File: src/rtl/irq_conditioner.sv
// Interrupt pin conditioner: 2-flop sync, optional debounce, per-channel edge-to-pulse.
// Define IRQ_CONDITIONER_DEBOUNCE_EN to compile in the per-channel debounce counters.
module irq_conditioner #(
    parameter int unsigned               NUM_SRC    = 4,
    parameter int unsigned               DEBOUNCE_W = 8,
    parameter logic [NUM_SRC-1:0]        EDGE_RISE  = {NUM_SRC{1'b1}},
    parameter logic [NUM_SRC-1:0]        EDGE_FALL  = {NUM_SRC{1'b0}}
) (
    input  logic               wb_clk_i,
    input  logic               wb_rst_i,
    input  logic [NUM_SRC-1:0] src_i,
    output logic [NUM_SRC-1:0] irq_src,
    output logic [NUM_SRC-1:0] src_state_o
);

    logic [NUM_SRC-1:0] sync1_q;
    logic [NUM_SRC-1:0] sync2_q;
    logic [NUM_SRC-1:0] stable_q, stable_d;
    logic [NUM_SRC-1:0] irq_q, irq_d;

    always_ff @(posedge wb_clk_i) begin
        if (wb_rst_i) begin
            sync1_q  <= '0;
            sync2_q  <= '0;
            stable_q <= '0;
            irq_q    <= '0;
        end else begin
            sync1_q  <= src_i;
            sync2_q  <= sync1_q;
            stable_q <= stable_d;
            irq_q    <= irq_d;
        end
    end

`ifdef IRQ_CONDITIONER_DEBOUNCE_EN
    logic [DEBOUNCE_W-1:0] cnt_q [NUM_SRC];
    logic [DEBOUNCE_W-1:0] cnt_d [NUM_SRC];

    always_ff @(posedge wb_clk_i) begin
        for (int unsigned i = 0; i < NUM_SRC; i++) begin
            if (wb_rst_i) begin
                cnt_q[i] <= '0;
            end else begin
                cnt_q[i] <= cnt_d[i];
            end
        end
    end

    // Commit only once the counter is saturated, so a change needs 2^DEBOUNCE_W mismatching edges.
    always_comb begin
        stable_d = stable_q;
        irq_d    = '0;
        for (int unsigned i = 0; i < NUM_SRC; i++) begin
            cnt_d[i] = '0;
            if (sync2_q[i] != stable_q[i]) begin
                if (cnt_q[i] == {DEBOUNCE_W{1'b1}}) begin
                    stable_d[i] = sync2_q[i];
                    irq_d[i]    = sync2_q[i] ? EDGE_RISE[i] : EDGE_FALL[i];
                end else begin
                    cnt_d[i] = cnt_q[i] + 1'b1;
                end
            end
        end
    end
`else
    always_comb begin
        stable_d = stable_q;
        irq_d    = '0;
        for (int unsigned i = 0; i < NUM_SRC; i++) begin
            if (sync2_q[i] != stable_q[i]) begin
                stable_d[i] = sync2_q[i];
                irq_d[i]    = sync2_q[i] ? EDGE_RISE[i] : EDGE_FALL[i];
            end
        end
    end
`endif

    assign irq_src     = irq_q;
    assign src_state_o = stable_q;

endmodule

File: config.mk
export PLATFORM = sky130hd
export DESIGN_NAME = irq_conditioner
export DESIGN_NICKNAME = d
export VERILOG_FILES = /design/src/rtl/irq_conditioner.sv
export SDC_FILE = /design/constraint.sdc
export NUM_CORES = 1
export LEC_CHECK = 0
export CORE_AREA = 5 5 42 44
export CTS_BUF_LIST = sky130_fd_sc_hd__clkbuf_4
export DETAILED_ROUTE_END_ITERATION = 16
export DIE_AREA = 0 0 47 49
export PLACE_DENSITY_LB_ADDON = 0.25
export RECOVER_POWER = 50
export SYNTH_ARGS = -nofsm -noshare
export SYNTH_HDL_FRONTEND = slang
export SYNTH_SLANG_ARGS = --single-unit
File: constraint.sdc
create_clock -name wb_clk_i -period 0.8 [get_ports wb_clk_i]
set_input_delay 0.2 -clock wb_clk_i [delete_from_list [all_inputs] [get_ports wb_clk_i]]
set_output_delay 0.2 -clock wb_clk_i [all_outputs]
set_load 0.02 [all_outputs]
==> results.yml <==
yosys:
  synthArstFlopShare: 0
  ys_top_cells_by_count: "dfxtp_1 (16), nor2b_1 (8), and2b_1 (4), nor3b_2 (4), buf_6 (1)"
  synth-edff-count: 0
  synth_top_area_share: 0.694
  synth.area.top_cells: "dfxtp_1 (69%), nor2b_1 (11%), nor3b_2 (11%)"
  synthMostInstantiatedCell: "dfxtp_1"
  ys_ff_latch: 16
  syn_inst: 33
  synth_seq_area_share: 0.694
  synth-main-ff-cell: "dfxtp_1"
  yosys_warnings: 0
  syn-num-nets: 39
  syn_avg_cell_area_um2: 14.0
  ys_types: 5
  syn_area_um2: 462
  synth_top_cell_by_area: "dfxtp_1"
critical_path:
  critPathLaunchType: "register"
  arrival_ns: 0.72
  crit_type: "reg2out"
  cp_slowest_cell: "dfxtp_2"
  critical_path.top_delay_family: "flip-flops"
  crit_buf_inv: 1
  required_ns: 0.60
  path_cells: "buf_6"
  r2r_setup_slack_ns: 0.12
  slowest_delay_ns: 0.33
  end_kind: "primary output"
  crit_fanout: 2
sta:
  timing.slew.headroom: 0.811
  fmax_mhz: 1080
  setup_viol: 8
  worst_slew_pin_slew_ns: 0.283
  slew_viol_final: 0
  setup_tns_ns: -0.927
  finalCriticalPeriod_ns: 0.925
  rsz0062_at_grt: "true"
  post-route-period-util: 1.16
  finalWorstSetupSlack_ns: -0.125
  finalHoldViolations: 0
  fin_worst_skew_ns: 0.00663
detailed_routing:
  vias: 295
  wl_per_cell_um: 9.41
  firstDrtPassIters: 2
  avgViaCountPerCell: 4.15
  drt-total-wl_um: 668
  drc: 0
  drt_first_iter_violations: 1
  ant_nets: 0
flow_run:
  maxCapViolations: 0
layout:
  area.growth.synth_to_final_pct: 48.0
  fill_cells: 139
  multi_input_area_um2: 130
  final_area_um2: 683
  antenna_cells_inserted: 0
  nNetsFinal: 62
  drive_gt1_frac: 0.491
  seqCellArea_um2: 330
clock_tree:
  postCtsSetupRepairBufs: 0
  clk_latency_ns: 0.27
  cts-root-buf: "clkbuf_4"
  cts.clk_slew.worst_paths_ns: 0.09
  clockBufferDepth: 2
  cts_sinks: 16
  htreeDepth: 1
  cts_tree: "built"
  cts_inserted_buffers: 3
run_status:
  violations: "negative setup slack"
  status: "complete, but fails checks"
floorplanning:
  initial_utilization: 0.329
  dieArea_mm2: 0.00230
  die_y_um: 49
  fp-row-count: 14
  num_io_pins: 14
  die_w_um: 47
  coreArea_mm2: 0.00140
min_path:
  hold_class: "in2reg"
global_routing:
  grt_max_degree: 10
  track_usage: 0.0647
  grt_pass1_vias: 269
  grt_overflow: 0
  antenna_found_initial: 0
  grt_pass1_wl_um: 1100
placed_design:
  portBuffers: 13
  dp_slack_ns: -0.340
  placed_area_um2: 646
  place_congestion: 0.647
pwr:
  leakagePower_nw: 0.300
  p_per_area_mw_per_mm2: 1960
  irDropWorstVdd_v: 0.00107
-- state kept, by name, summed over array words and instances (netlist names) --
| signal | cells |
|---|---|
| sync2_q | 4 |
| sync1_q | 4 |
| src_state_o | 4 |
| irq_src | 4 |
-- logic make-up after synthesis --
kind of cell,after synthesis,share of synthesized area
buf+inv,1,0.0244
flops,16,0.694
simple gates,16,0.282
-- layout make-up --
cell class | count | area share
flip-flops and latches | 16 | 0.484
repair buffers | 19 | 0.258
multi-input cells | 16 | 0.190
clock buffers | 3 | 0.0330
well taps | 16 | 0.0293
clock inverters | 1 | 0.00549
-- worst register-to-register path, delay by kind of cell, from the launching register on --
kind / cells / cell delay, ns
flip-flops: 1 / 0.33
AND/OR/NAND/NOR: 1 / 0.16
buffers and inverters: 1 / 0.12
-- layout by cell type, fill, tap and decap left out --
cell type      n
clkbuf_1       2
dfxtp_2        8
dlygate4sd2_1  1
clkbuf_4       3
and2b_1        4
nor2b_1        8
buf_4          4
dlygate4sd3_1  4
clkinv_1       1
dfxtp_1        8
nor3b_2        4
buf_6          8
-- metal layers --
metal / track usage / routed length, um / part of all wire
met2: 0.0928 / 313 / 0.47
met3: 0.0221 / 79 / 0.12
met5: 0 / 0 / 0
met1: 0.0860 / 269 / 0.40
met4: 0.0276 / 6 / 0.0090
-- per-stage QoR --
stage	total power, mW	hold WS, ns	instances	util
floorplan	0.901	0.272	33	-
global placement	0.959	0.415	67	0.461
detailed placement	0.964	0.421	67	0.461
CTS	1.37	0.350	71	0.493
global route	1.42	0.380	71	0.488
finish	1.34	0.334	71	0.488
-- repair_timing --
| item | CTS | global route |
|---|---|---|
| endpoints found under the setup margin | 21 | 8 |
| hold buffers | 0 | 0 |
| resized for setup | 57 | 0 |
-- worst paths after layout --
check,startpoint,endpoint,cells past startpoint
worst min-delay path,wb_rst_i,sync1_q[1],2
worst max register to register,src_state_o[0],irq_src[0],2
worst min register to register,sync1_q[2],sync2_q[2],1
worst max-delay path,src_state_o[0],src_state_o[0],1
-- power breakdown --
group,internal (mW),total [mW],switching (mW)
Sequential,0.827,0.838,0.0110
Combinational,0.0620,0.102,0.0397
Clock,0.180,0.401,0.221
Note: power is estimated with default switching activity, not from simulation.
